[src/rtl/spiflash_read_arbiter_if.sv]
// Requester-side bus of spiflash_read_arbiter: two read ports plus the shared read-data byte.
interface spiflash_read_arbiter_if #(
    parameter int LEN_W = 16
);
    logic             req0;
    logic [23:0]      addr0;
    logic [LEN_W-1:0] len0;
    logic             gnt0;
    logic             valid0;
    logic             done0;
    logic             req1;
    logic [23:0]      addr1;
    logic [LEN_W-1:0] len1;
    logic             gnt1;
    logic             valid1;
    logic             done1;
    logic [7:0]       rdata;
    logic             busy;

    modport master (
        output req0, addr0, len0, req1, addr1, len1,
        input  gnt0, valid0, done0, gnt1, valid1, done1, rdata, busy
    );

    modport slave (
        input  req0, addr0, len0, req1, addr1, len1,
        output gnt0, valid0, done0, gnt1, valid1, done1, rdata, busy
    );
endinterface

[src/rtl/spiflash_read_arbiter.sv]
// Two-port round-robin arbiter issuing SPI mode 0 flash reads (0x03).
// Define SPIFLASH_FAST_READ_EN for 0x0B FAST READ with 8 dummy clocks.
module spiflash_read_arbiter #(
    parameter int DESEL_CYCLES = 4,
    parameter int LEN_W        = 16
) (
    input  logic                   clock_12,
    input  logic                   reset,
    spiflash_read_arbiter_if.slave bus,
    output logic                   flash_csn,
    output logic                   flash_sck,
    output logic                   flash_mosi,
    input  logic                   flash_miso
);
`ifdef SPIFLASH_FAST_READ_EN
    localparam logic [7:0] CMD_BYTE = 8'h0B;
`else
    localparam logic [7:0] CMD_BYTE = 8'h03;
`endif

    typedef enum logic [2:0] {IDLE, SEL, CMD, ADDR, DUMMY, DATA, DESEL} state_t;

    state_t           state;
    logic             sel;        // port currently granted
    logic             last_port;  // port granted most recently
    logic [23:0]      addr_q;
    logic [LEN_W-1:0] len_q;
    logic [31:0]      out_sr;
    logic [6:0]       in_sr;
    logic [4:0]       bit_cnt;
    logic [3:0]       desel_cnt;
    logic             gnt0_q, gnt1_q, valid0_q, valid1_q, done0_q, done1_q;
    logic [7:0]       rdata_q;
    logic             busy_q;
    logic             grant0;

    assign grant0 = bus.req0 && (!bus.req1 || last_port);

    always_ff @(posedge clock_12) begin
        if (reset) begin
            state      <= IDLE;
            sel        <= 1'b0;
            last_port  <= 1'b1;
            addr_q     <= '0;
            len_q      <= '0;
            out_sr     <= '0;
            in_sr      <= '0;
            bit_cnt    <= '0;
            desel_cnt  <= '0;
            gnt0_q     <= 1'b0;
            gnt1_q     <= 1'b0;
            valid0_q   <= 1'b0;
            valid1_q   <= 1'b0;
            done0_q    <= 1'b0;
            done1_q    <= 1'b0;
            rdata_q    <= '0;
            busy_q     <= 1'b0;
            flash_csn  <= 1'b1;
            flash_sck  <= 1'b0;
            flash_mosi <= 1'b0;
        end else begin
            gnt0_q   <= 1'b0;
            gnt1_q   <= 1'b0;
            valid0_q <= 1'b0;
            valid1_q <= 1'b0;
            done0_q  <= 1'b0;
            done1_q  <= 1'b0;
            case (state)
                IDLE: begin
                    if (grant0) begin
                        gnt0_q    <= 1'b1;
                        sel       <= 1'b0;
                        last_port <= 1'b0;
                        addr_q    <= bus.addr0;
                        len_q     <= bus.len0;
                        busy_q    <= 1'b1;
                        state     <= SEL;
                    end else if (bus.req1) begin
                        gnt1_q    <= 1'b1;
                        sel       <= 1'b1;
                        last_port <= 1'b1;
                        addr_q    <= bus.addr1;
                        len_q     <= bus.len1;
                        busy_q    <= 1'b1;
                        state     <= SEL;
                    end
                end
                SEL: begin
                    if (len_q == '0) begin
                        done0_q   <= !sel;
                        done1_q   <= sel;
                        desel_cnt <= '0;
                        state     <= DESEL;
                    end else begin
                        flash_csn  <= 1'b0;
                        flash_sck  <= 1'b0;
                        flash_mosi <= CMD_BYTE[7];
                        out_sr     <= {CMD_BYTE[6:0], addr_q, 1'b0};
                        bit_cnt    <= '0;
                        state      <= CMD;
                    end
                end
                CMD, ADDR, DUMMY: begin
                    // Header bits shift out of out_sr on the falling edge; it is zero-filled, so dummy bits are 0.
                    if (!flash_sck) begin
                        flash_sck <= 1'b1;
                    end else begin
                        flash_sck  <= 1'b0;
                        flash_mosi <= out_sr[31];
                        out_sr     <= {out_sr[30:0], 1'b0};
                        bit_cnt    <= bit_cnt + 5'd1;
                        if (state == CMD && bit_cnt == 5'd7) begin
                            state   <= ADDR;
                            bit_cnt <= '0;
                        end else if (state == ADDR && bit_cnt == 5'd23) begin
`ifdef SPIFLASH_FAST_READ_EN
                            state   <= DUMMY;
`else
                            state   <= DATA;
`endif
                            bit_cnt <= '0;
                        end else if (state == DUMMY && bit_cnt == 5'd7) begin
                            state   <= DATA;
                            bit_cnt <= '0;
                        end
                    end
                end
                DATA: begin
                    if (!flash_sck) begin
                        flash_sck <= 1'b1;
                    end else begin
                        flash_sck <= 1'b0;
                        if (bit_cnt == 5'd7) begin
                            rdata_q  <= {in_sr, flash_miso};
                            valid0_q <= !sel;
                            valid1_q <= sel;
                            bit_cnt  <= '0;
                            len_q    <= len_q - LEN_W'(1);
                            if (len_q == LEN_W'(1)) begin
                                done0_q   <= !sel;
                                done1_q   <= sel;
                                flash_csn <= 1'b1;
                                desel_cnt <= '0;
                                state     <= DESEL;
                            end
                        end else begin
                            in_sr   <= {in_sr[5:0], flash_miso};
                            bit_cnt <= bit_cnt + 5'd1;
                        end
                    end
                end
                DESEL: begin
                    if (desel_cnt == 4'(DESEL_CYCLES - 1)) begin
                        busy_q <= 1'b0;
                        state  <= IDLE;
                    end else begin
                        desel_cnt <= desel_cnt + 4'd1;
                    end
                end
                default: state <= IDLE;
            endcase
        end
    end

    assign bus.gnt0   = gnt0_q;
    assign bus.gnt1   = gnt1_q;
    assign bus.valid0 = valid0_q;
    assign bus.valid1 = valid1_q;
    assign bus.done0  = done0_q;
    assign bus.done1  = done1_q;
    assign bus.rdata  = rdata_q;
    assign bus.busy   = busy_q;
endmodule
[src/flat_wrapper.sv]
// flat-port wrapper written by rule: the top's interface ports become plain ports
module spiflash_read_arbiter_flat 
#(
    parameter int DESEL_CYCLES = 4,
    parameter int LEN_W        = 16
)
  (clock_12, reset, flash_csn, flash_sck, flash_mosi, flash_miso, bus_req0, bus_addr0, bus_len0, bus_req1, bus_addr1, bus_len1, bus_gnt0, bus_valid0, bus_done0, bus_gnt1, bus_valid1, bus_done1, bus_rdata, bus_busy);
  spiflash_read_arbiter_if #(.LEN_W(LEN_W)) bus_i ();
  input  logic clock_12;
  input  logic reset;
  output logic flash_csn;
  output logic flash_sck;
  output logic flash_mosi;
  input  logic flash_miso;
  input wire logic [$bits(bus_i.req0)-1:0] bus_req0;
  input wire logic [$bits(bus_i.addr0)-1:0] bus_addr0;
  input wire logic [$bits(bus_i.len0)-1:0] bus_len0;
  input wire logic [$bits(bus_i.req1)-1:0] bus_req1;
  input wire logic [$bits(bus_i.addr1)-1:0] bus_addr1;
  input wire logic [$bits(bus_i.len1)-1:0] bus_len1;
  output wire logic [$bits(bus_i.gnt0)-1:0] bus_gnt0;
  output wire logic [$bits(bus_i.valid0)-1:0] bus_valid0;
  output wire logic [$bits(bus_i.done0)-1:0] bus_done0;
  output wire logic [$bits(bus_i.gnt1)-1:0] bus_gnt1;
  output wire logic [$bits(bus_i.valid1)-1:0] bus_valid1;
  output wire logic [$bits(bus_i.done1)-1:0] bus_done1;
  output wire logic [$bits(bus_i.rdata)-1:0] bus_rdata;
  output wire logic [$bits(bus_i.busy)-1:0] bus_busy;
  assign bus_i.req0 = bus_req0;
  assign bus_i.addr0 = bus_addr0;
  assign bus_i.len0 = bus_len0;
  assign bus_i.req1 = bus_req1;
  assign bus_i.addr1 = bus_addr1;
  assign bus_i.len1 = bus_len1;
  assign bus_gnt0 = bus_i.gnt0;
  assign bus_valid0 = bus_i.valid0;
  assign bus_done0 = bus_i.done0;
  assign bus_gnt1 = bus_i.gnt1;
  assign bus_valid1 = bus_i.valid1;
  assign bus_done1 = bus_i.done1;
  assign bus_rdata = bus_i.rdata;
  assign bus_busy = bus_i.busy;
  spiflash_read_arbiter #(.DESEL_CYCLES(DESEL_CYCLES), .LEN_W(LEN_W)) u_core (.clock_12(clock_12), .reset(reset), .bus(bus_i), .flash_csn(flash_csn), .flash_sck(flash_sck), .flash_mosi(flash_mosi), .flash_miso(flash_miso));
endmodule
[config.mk]
export PLATFORM = sky130hd
export DESIGN_NAME = spiflash_read_arbiter_flat
export DESIGN_NICKNAME = d
export VERILOG_FILES = /design/src/rtl/spiflash_read_arbiter_if.sv /design/src/rtl/spiflash_read_arbiter.sv /design/src/flat_wrapper.sv
export SDC_FILE = /design/constraint.sdc
export NUM_CORES = 1
export LEC_CHECK = 0
export CORE_MARGIN = 3
export CORE_UTILIZATION = 52
export DETAILED_ROUTE_END_ITERATION = 7
export PLACE_DENSITY = 0.77
export SETUP_SLACK_MARGIN = 0.02
export SYNTH_ARGS = -nofsm -noshare
export SYNTH_HDL_FRONTEND = slang
export SYNTH_SLANG_ARGS = --single-unit
export TNS_END_PERCENT = 100
[constraint.sdc]
create_clock -name clock_12 -period 3.11 [get_ports clock_12]
set_input_delay 0.311 -clock clock_12 [delete_from_list [all_inputs] [get_ports clock_12]]
set_output_delay 0.311 -clock clock_12 [all_outputs]
set_load 0.05 [all_outputs]
==> key figures <==
Yosys
  • Yosys top cell area share: 41.2%
  • Most frequently used flop master after synthesis: dfxtp_1
  • Cell with the most instances after synthesis: dfxtp_1
  • Largest area contributor in the netlist: dfxtp_1
  • Number of synthesized flops with an enable pin: 0
  • Main area contributors after synthesis: dfxtp_1, a311oi_1, nand2_1
  • Synth top cells by count: dfxtp_1, nand2_1, nor2_1
  • Synthesized cell area: 0.00535 sq mm
  • Synth warn: 0
  • Syn_area_per_cell: 7.87 sq um
  • Ys async rst share: 0%
  • Syn_nets: 770
  • Synth unique cells: 58
  • Post-synthesis sequential area ratio: 41.2%
  • Cell count after synthesis: 680
  • Synth Register Bits: 110

Run
  • Max Cap Viol: 0

Route
  • DRC: 0
  • Initial DRC count: 425
  • Antenna-violating nets left: 0
  • DRT Pass-1 Iters: 5
  • Via count: 5,273
  • DR WL/cell: 16.3 um
  • Routed vias/inst: 5.94
  • DRT Wirelength: 14,500 um

Timing
  • Final setup viols: 0
  • Fin crit share: 82.9%
  • Minimum clock period: 2.58 ns
  • Final hold violations: 0
  • Setup Skew: 0.0120 ns
  • Hold Slack: 0.469 ns
  • Slew @ Worst Pin: 0.737 ns
  • Setup_tns: 0 ns
  • Count of pins over their slew limit: 0
  • RSZ-0062 raised after global routing: false
  • Highest clock rate: 388 MHz
  • Crit path setup slack, layout: 0.531 ns
  • Worst slew margin: 50.8%

Global routing
  • Met1 GRT Util: 35.0%
  • GRT Util Overall: 26.1%
  • Grt total ovfl: 0
  • Grt peak-use layer: met2
  • Met3 Usage GRT: 6.42%
  • Largest net degree at the start of global routing: 73
  • Vias in the first global route: 5,022
  • Initial antenna violation count: 0
  • GR Layer Usage met2: 40.9%
  • First-pass GRT wire length: 24,600 um

Setup path
  • Endpoint class of the critical path: register
  • Critical Path RT: 3.37 ns
  • Worst Path Arrival: 2.83 ns
  • Crit-path max FO: 13
  • Kind of critical path: reg -> reg
  • Crit start category: register

Place
  • GP Congestion: 0.887
  • PortBufs: 102
  • Placement Cell Area: 0.00647 sq mm
  • Post-DP HPWL: 10,100 um
  • Place WS: 0.634 ns

Finish
  • N_diodes: 0
  • Finished Cell Area: 0.00666 sq mm
  • P&R area growth vs syn: 24.5%
  • NumNets Final: 841
  • Share of cells above drive strength 1: 6.23%

Die
  • Chip Width: 107 um
  • Core ar.: 0.00991 sq mm
  • Die Span Y: 107 um
  • Ports: 103
  • Die area: 0.0115 sq mm
  • Row count: 36
  • Initial core utilization: 54.0%

Clocking
  • CTS H-tree depth: 3
  • Clock latency on the worst-skew pair: 0.38 ns
  • Post-cts resize count: 0
  • CTS Hold Buffers Added: 0
  • CTS buffer count: 9
  • Clock transition at path regs: 0.10 ns
  • Root Buffer: clkbuf_8
  • Clk sinks: 110
  • TritonCTS clock tree: built
  • Max clock buf depth: 2
  • Setup Buffers After CTS: 0

Worst hold path
  • Hold WC Path Type: reg -> reg

Power
  • Overall power: 5540 uW
  • Peak VDD IR: 524 uV
  • PwrDens: 832 mW/mm^2
  • P_leak: 0.00234 uW

Outcome
  • Status: finished, final reports clean
==> area by class of cell <==
type / count / area, sq um
Fill cell: 870 / 3250
Clock inverter: 3 / 43.8
Sequential cell: 110 / 2200
Timing Repair Buffer: 120 / 1170
Clock buffer: 12 / 145
Inverter: 6 / 22.5
Multi-Input combinational cell: 504 / 2910
Tap cell: 133 / 166
==> registers in the layout (all words and copies together) (netlist names), 3 cells and up <==
signal,cells
u_core.out_sr,31
u_core.desel_cnt,4
u_core.addr_q,24
u_core.bit_cnt,5
u_core.len_q,16
u_core.state,3
u_core.bus.rdata,8
u_core.in_sr,7
==> layer usage <==
layer / wire, um / part of all wire, %
met1: 6510 / 45
met2: 6740 / 47
met3: 959 / 6.6
met4: 250 / 1.7
met5: 0 / 0
==> path summary, 6_finish.rpt <==
path	from	endpoint	slack, ns	cells past startpoint
max reg2reg	u_core.bit_cnt[0]$_SDFFE_PP0P_	u_core.len_q[14]$_SDFFE_PP0P_	0.53	7
min	u_core.in_sr[6]$_SDFFE_PP0P_	u_core.bus.rdata[7]$_SDFFE_PP0P_	0.47	2
max	u_core.bit_cnt[0]$_SDFFE_PP0P_	u_core.len_q[14]$_SDFFE_PP0P_	0.53	7
min reg2reg	u_core.in_sr[6]$_SDFFE_PP0P_	u_core.bus.rdata[7]$_SDFFE_PP0P_	0.47	2
==> kinds of logic after synthesis <==
| logic type | count (synthesis) | synth area share, % |
|---|---|---|
| adder cells (fa/ha/maj) | 5 | 1.17 |
| AO/OA/AOI/OAI | 171 | 21.9 |
| multiplexers | 21 | 4.07 |
| flip-flops | 110 | 41.2 |
| buffers and inverters | 66 | 4.68 |
| XOR/XNOR | 3 | 0.491 |
| AND/OR/NAND/NOR | 304 | 26.6 |
==> report_power, final <==
group          total [uW]  switching (uW)  leakage (uW)  internal, uW
combinational        2540            1560       0.00134           982
sequential           2140             316      0.000901          1820
clock                 861             468     0.0000968           393
==> cell usage in the layout (no fill, tap or decap), types with 3 or more instances in the layout <==
cell type | Yosys | final
a211o_1 | 7 | 7
a211oi_1 | 5 | 5
a21oi_1 | 53 | 53
a311oi_1 | 48 | 48
a31oi_1 | 4 | 4
and2_1 | 4 | 4
and3_1 | 4 | 4
buf_4 | 0 | 18
clkbuf_8 | 0 | 10
clkdlybuf4s50_1 | 0 | 101
dfxtp_1 | 110 | 110
ha_1 | 5 | 5
inv_1 | 6 | 6
mux2_2 | 6 | 6
mux2i_1 | 15 | 15
nand2_1 | 106 | 106
nand2b_1 | 11 | 11
nand3_1 | 43 | 43
nand3b_1 | 3 | 3
nor2_1 | 59 | 58
nor2b_1 | 5 | 5
nor3_1 | 43 | 43
nor3b_1 | 5 | 5
nor4_1 | 3 | 3
o211ai_1 | 9 | 9
o21ai_0 | 25 | 25
or3_1 | 4 | 4
==> metrics by stage <==
step                      util [%]  cells
final                         67.2    888
after global placement        65.3    873
after global routing          67.2    888
after CTS                     67.2    888
after floorplan                  -    680
after detailed placement      65.3    873
==> worst max-delay path, stage by stage (launching register included) <==
cell	delay [ns]
dfxtp_1	0.40
ha_1	0.24
nor4bb_1	0.40
buf_4	0.23
nand2_1	0.31
nand2_1	0.40
nor2_1	0.08
a2111oi_0	0.38
Note: power is estimated with default switching activity, not from simulation.
==> variant 1: new RTL, config.mk and constraints unchanged <==
Add a define of `SPIFLASH_FAST_READ_EN`.
--- a/src/rtl/spiflash_read_arbiter.sv
+++ b/src/rtl/spiflash_read_arbiter.sv
@@ -2,2 +2,4 @@
 // Define SPIFLASH_FAST_READ_EN for 0x0B FAST READ with 8 dummy clocks.
+`define SPIFLASH_FAST_READ_EN
+
 module spiflash_read_arbiter #(
Check against the original RTL: same outputs for any inputs over 10 cycles, from zero or initial values and one cycle with reset high; that may be too few to reach the edited logic, so the function may still have changed.
==> variant 1 against the original RTL <==
  * Area after synthesis up 4.7%
  * Clock power down 3.0%
  * Sequential share of layout area down 0.72 points
  * Count of clock-buffer cells in the layout down 2
  * Design area up 2.2%
  * Routed wire length down 3.8%
  * Power up 5.0%
  * Setup slack worse by 32 ps
  * Sequential cell count unchanged
  * Cell count unchanged
  * Critical path type unchanged
  * Highest routed layer unchanged
==> variant 1: results (changes against the original RTL) <==
worst skew pair latency=370 ps; hpwl dp=9850 um (-2.4%); 1st-iter DRT viols=438 (+3.1%); Filler cells=875 (+0.57%); worst setup path end=u_core.out_sr[11]$_SDFFE_PP0P_; largest net degree at the start of global routing=56 (-23%); first-pass GRT wire length=22900 um (-7.1%); Root Driver=clkbuf_8; number of buffers created by CTS=9 (unchanged); placed cells=872 (-0.11%); FF-to-FF setup slack=500 ps (-30 ps); WHS Endpoint=u_core.desel_cnt[2]$_SDFFE_PP0P_; cell area after placement=6620 sq um (+2.3%); post-layout minimum cycle time=2610 ps (+31.6 ps); layout cell share with drive strength beyond 1=0.105 (+0.0428); max incr delay on CP=650 ps (+250 ps); post-synthesis area per instance=8.28 sq um (+5.3%); RePlAce Congestion=0.925 (+4.2%); syn_nets=766 (-0.52%); Worst Setup SP=u_core.state[2]$_SDFFE_PP0P_; Worst Path Max Fanout=55 (+42); asr flop ratio synth=0 (unchanged); distinct cell type count of the synthesized netlist=71 (+22%); Area growth syn-to-layout=21.6%; worst r2r path cells=6 (-1); DP Worst Slack=525 ps (-109 ps); crit path DAT=2890 ps (+60 ps); final WL=13900 um (-3.8%); initial antenna violation count=0 (unchanged); Slowest-stage cell, CP=dfxtp_1; Peak VDD IR=0.000467 V (-11%); worst slew pin tran=791 ps (+54.4 ps); Ys Warns=0 (unchanged); Worst Hold Class=input pin to flip-flop; vias per cell=5.82 (-1.9%); nets=837 (-0.48%); status=complete, no violations; fraction of the yosys area taken by sequential cells=0.393 (-0.0183); Clock Skews=12.0 ps (-0.0770 ps); cell family with most CP delay=compound AO/OA/AOI/OAI gates; Tot GR Track Use=0.235 (-0.0261); Initial DRT Pass Iterations=6 (+1); leak pwr=0.00237 uW (+1.4%); Synth area leaders=dfxtp_1 (39%), nand2_1 (7.9%), a311oi_2 (6.2%); hold_sp=reset; detailed-route via count=5171 (-1.9%); Synth top cells by count=nand2_1 (118), dfxtp_1 (110), nor2_1 (81); Min Hold Slack=405 ps (-64.4 ps); dominant synthesized flop cell=dfxtp_1; vias in the first global route=4771 (-5.0%)
## variant 1: metal layers
layer	part of all wire	track usage	vias to the layer above
li1	-	-	2583
met1	0.48	0.337	2426
met2	0.45	0.364	152
met3	0.059	0.0499	10
met4	0.0081	0.0445	0
met5	0	0	-
## variant 1: layout make-up
cell class,count,area share
inverters,9,0.00496
clock inverters,6,0.00790
clock buffers,10,0.0202
repair buffers,114,0.166
well taps,136,0.0250
flip-flops and latches,110,0.323
multi-input cells,503,0.452
## variant 1: cells by family (layout without fill, tap and decap cells)
group | Yosys count | count (layout) | share of synthesized area
xor+xnor | 3 | 3 | 0.00603
simple gates | 310 | 310 | 0.258
mux | 19 | 19 | 0.0353
buf+inv | 63 | 139 | 0.0588
fa+ha+maj | 5 | 5 | 0.0112
compound gates | 166 | 166 | 0.237
flops | 110 | 110 | 0.393
## variant 1: power by group
group / switching, uW / internal [uW]
logic: 1670 / 1080
registers: 395 / 1840
clock network: 505 / 329
total: 2570 / 3250
==> variant 2: new RTL, config.mk and constraints unchanged <==
Without the edit above. Encoding of `state_t`: now one-hot (7 bits for 7 states).
--- a/src/rtl/spiflash_read_arbiter.sv
+++ b/src/rtl/spiflash_read_arbiter.sv
@@ -20,3 +20,3 @@
 
-    typedef enum logic [2:0] {IDLE, SEL, CMD, ADDR, DUMMY, DATA, DESEL} state_t;
+    typedef enum logic [6:0] {IDLE = 7'b0000001, SEL = 7'b0000010, CMD = 7'b0000100, ADDR = 7'b0001000, DUMMY = 7'b0010000, DATA = 7'b0100000, DESEL = 7'b1000000} state_t;
 
Function: no difference found for any inputs over 10 cycles, from zero or initial values and one cycle with reset high; not proved beyond that.
==> variant 2 against the original RTL <==
  * Non-clock buffer count decreased by 4
  * Design area up 7.3%
  * Area after synthesis up 2.1%
  * Setup slack worse by 93 ps
  * Sequential share of layout area shrank 1.4 points
  * Global-route usage decreased by 1.4 points
  * Sequential cell count grew 3
  * Routed wire length shrank 3.7%
  * Combinational power decreased by 30%
  * Power is 4.0% higher
  * Critical path type unchanged
  * Largest power group is now registers
==> variant 2: results (changes against the original RTL) <==
M2 GR Usage=0.390 (-0.0192); met1 wire length=6050 um (-7.0%); Min Hold Slack=281 ps (-188 ps); worst relative slew slack=0.456 (-0.0522); Flop+latch power=2030 uW (-5%); first-pass GRT wire length=23300 um (-5.2%); Initial DRT Pass Iterations=7 (+2); GR Util met3=0.0585 (-0.00568); distinct cell type count of the synthesized netlist=60 (+3.4%); number of buffers created by CTS=17 (+8); met1 Use GR=0.324 (-0.0268); fraction of the yosys area taken by sequential cells=0.414 (+0.00270); leak pwr=0.00266 uW (+14%); layout cell share with drive strength beyond 1=0.0836 (+0.0213); Worst Hold Class=input pin to flip-flop; combinational fraction of design power=0.307 (-0.151); switching power=1970 uW (-16%); crit path DAT=3080 ps (+250 ps); Clk pin slew, worst setup/hold paths=60 ps (-40 ps); Worst Path Max Fanout=30 (+17); met3 wire len=950 um (-0.94%); nets=831 (-1.2%); worst skew pair latency=520 ps (+140 ps); cell family with most CP delay=compound AO/OA/AOI/OAI gates; Filler cells=785 (-9.8%); worst setup path end=u_core.out_sr[16]$_SDFFE_PP0P_; Clock Skews=8.41 ps (-3.62 ps); status=complete, no violations; vias in the first global route=4931 (-1.8%); RePlAce Congestion=0.869 (-2.1%); cell area power density=806 nW/um^2 (-3.1%); cells after synthesis=656 (-3.5%); Ant. Diodes=0 (unchanged); Ys Warns=0 (unchanged); Synth top cells by count=dfxtp_1 (113), nor2_1 (87), nand2_1 (86); Peak VDD IR=0.000557 V (+6.4%); Tot GR Track Use=0.247 (-0.0135); hpwl dp=9320 um (-7.7%); post-CTS sizing=0 (unchanged); H-Tree Depth=4 (+1); wire per inst=15.7 um (-3.6%); detailed-route via count=5202 (-1.3%); worst r2r path cells=6 (-1); RR Startpoint=u_core.state[2]$_SDFFE_PP0P_; Synth area leaders=dfxtp_1 (41%), mux2i_1 (7.3%), nor2_1 (6.0%); Slowest-stage cell, CP=o22ai_4; syn_nets=746 (-3.1%); top flop regs=u_core.out_sr: 31 flops, u_core.addr_q: 24 flops, u_core.len_q: 16 flops; Routed met2 length=6580 um (-2.4%); 1st-iter DRT viols=316 (-26%); max incr delay on CP=650 ps (+250 ps); FF-to-FF setup slack=440 ps (-90 ps); placed cells=855 (-2.1%); WHS Endpoint=u_core.out_sr[26]$_SDFFE_PP0P_; hold_sp=reset; largest net degree at the start of global routing=57 (-22%); final WL=13900 um (-3.7%)
==> variant 2: layout make-up <==
cell class / count / area [sq um] / area share
multi-input cells: 483 / 2970 / 0.415
flip-flops and latches: 113 / 2260 / 0.316
repair buffers: 116 / 1120 / 0.157
clock buffers: 21 / 429 / 0.0600
well taps: 133 / 166 / 0.0233
clock inverters: 11 / 161 / 0.0226
inverters: 10 / 37.5 / 0.00525
==> variant 2: stage by stage <==
| stage | area (sq um) | setup slack (ps) |
|---|---|---|
| 6_report | 7150 | 439 |
| 5_1_grt | 7150 | 233 |
| 4_1_cts | 7150 | 449 |
| 3_5_place_dp | 6560 | 467 |
| 3_3_place_gp | 6560 | 580 |
| 2_1_floorplan | 5460 | 990 |
==> variant 2: cell families after synthesis <==
family,synth area share
simple gates,0.229
buf+inv,0.0442
mux,0.0981
xor+xnor,0.00481
flops,0.414
compound gates,0.199
fa+ha+maj,0.0115
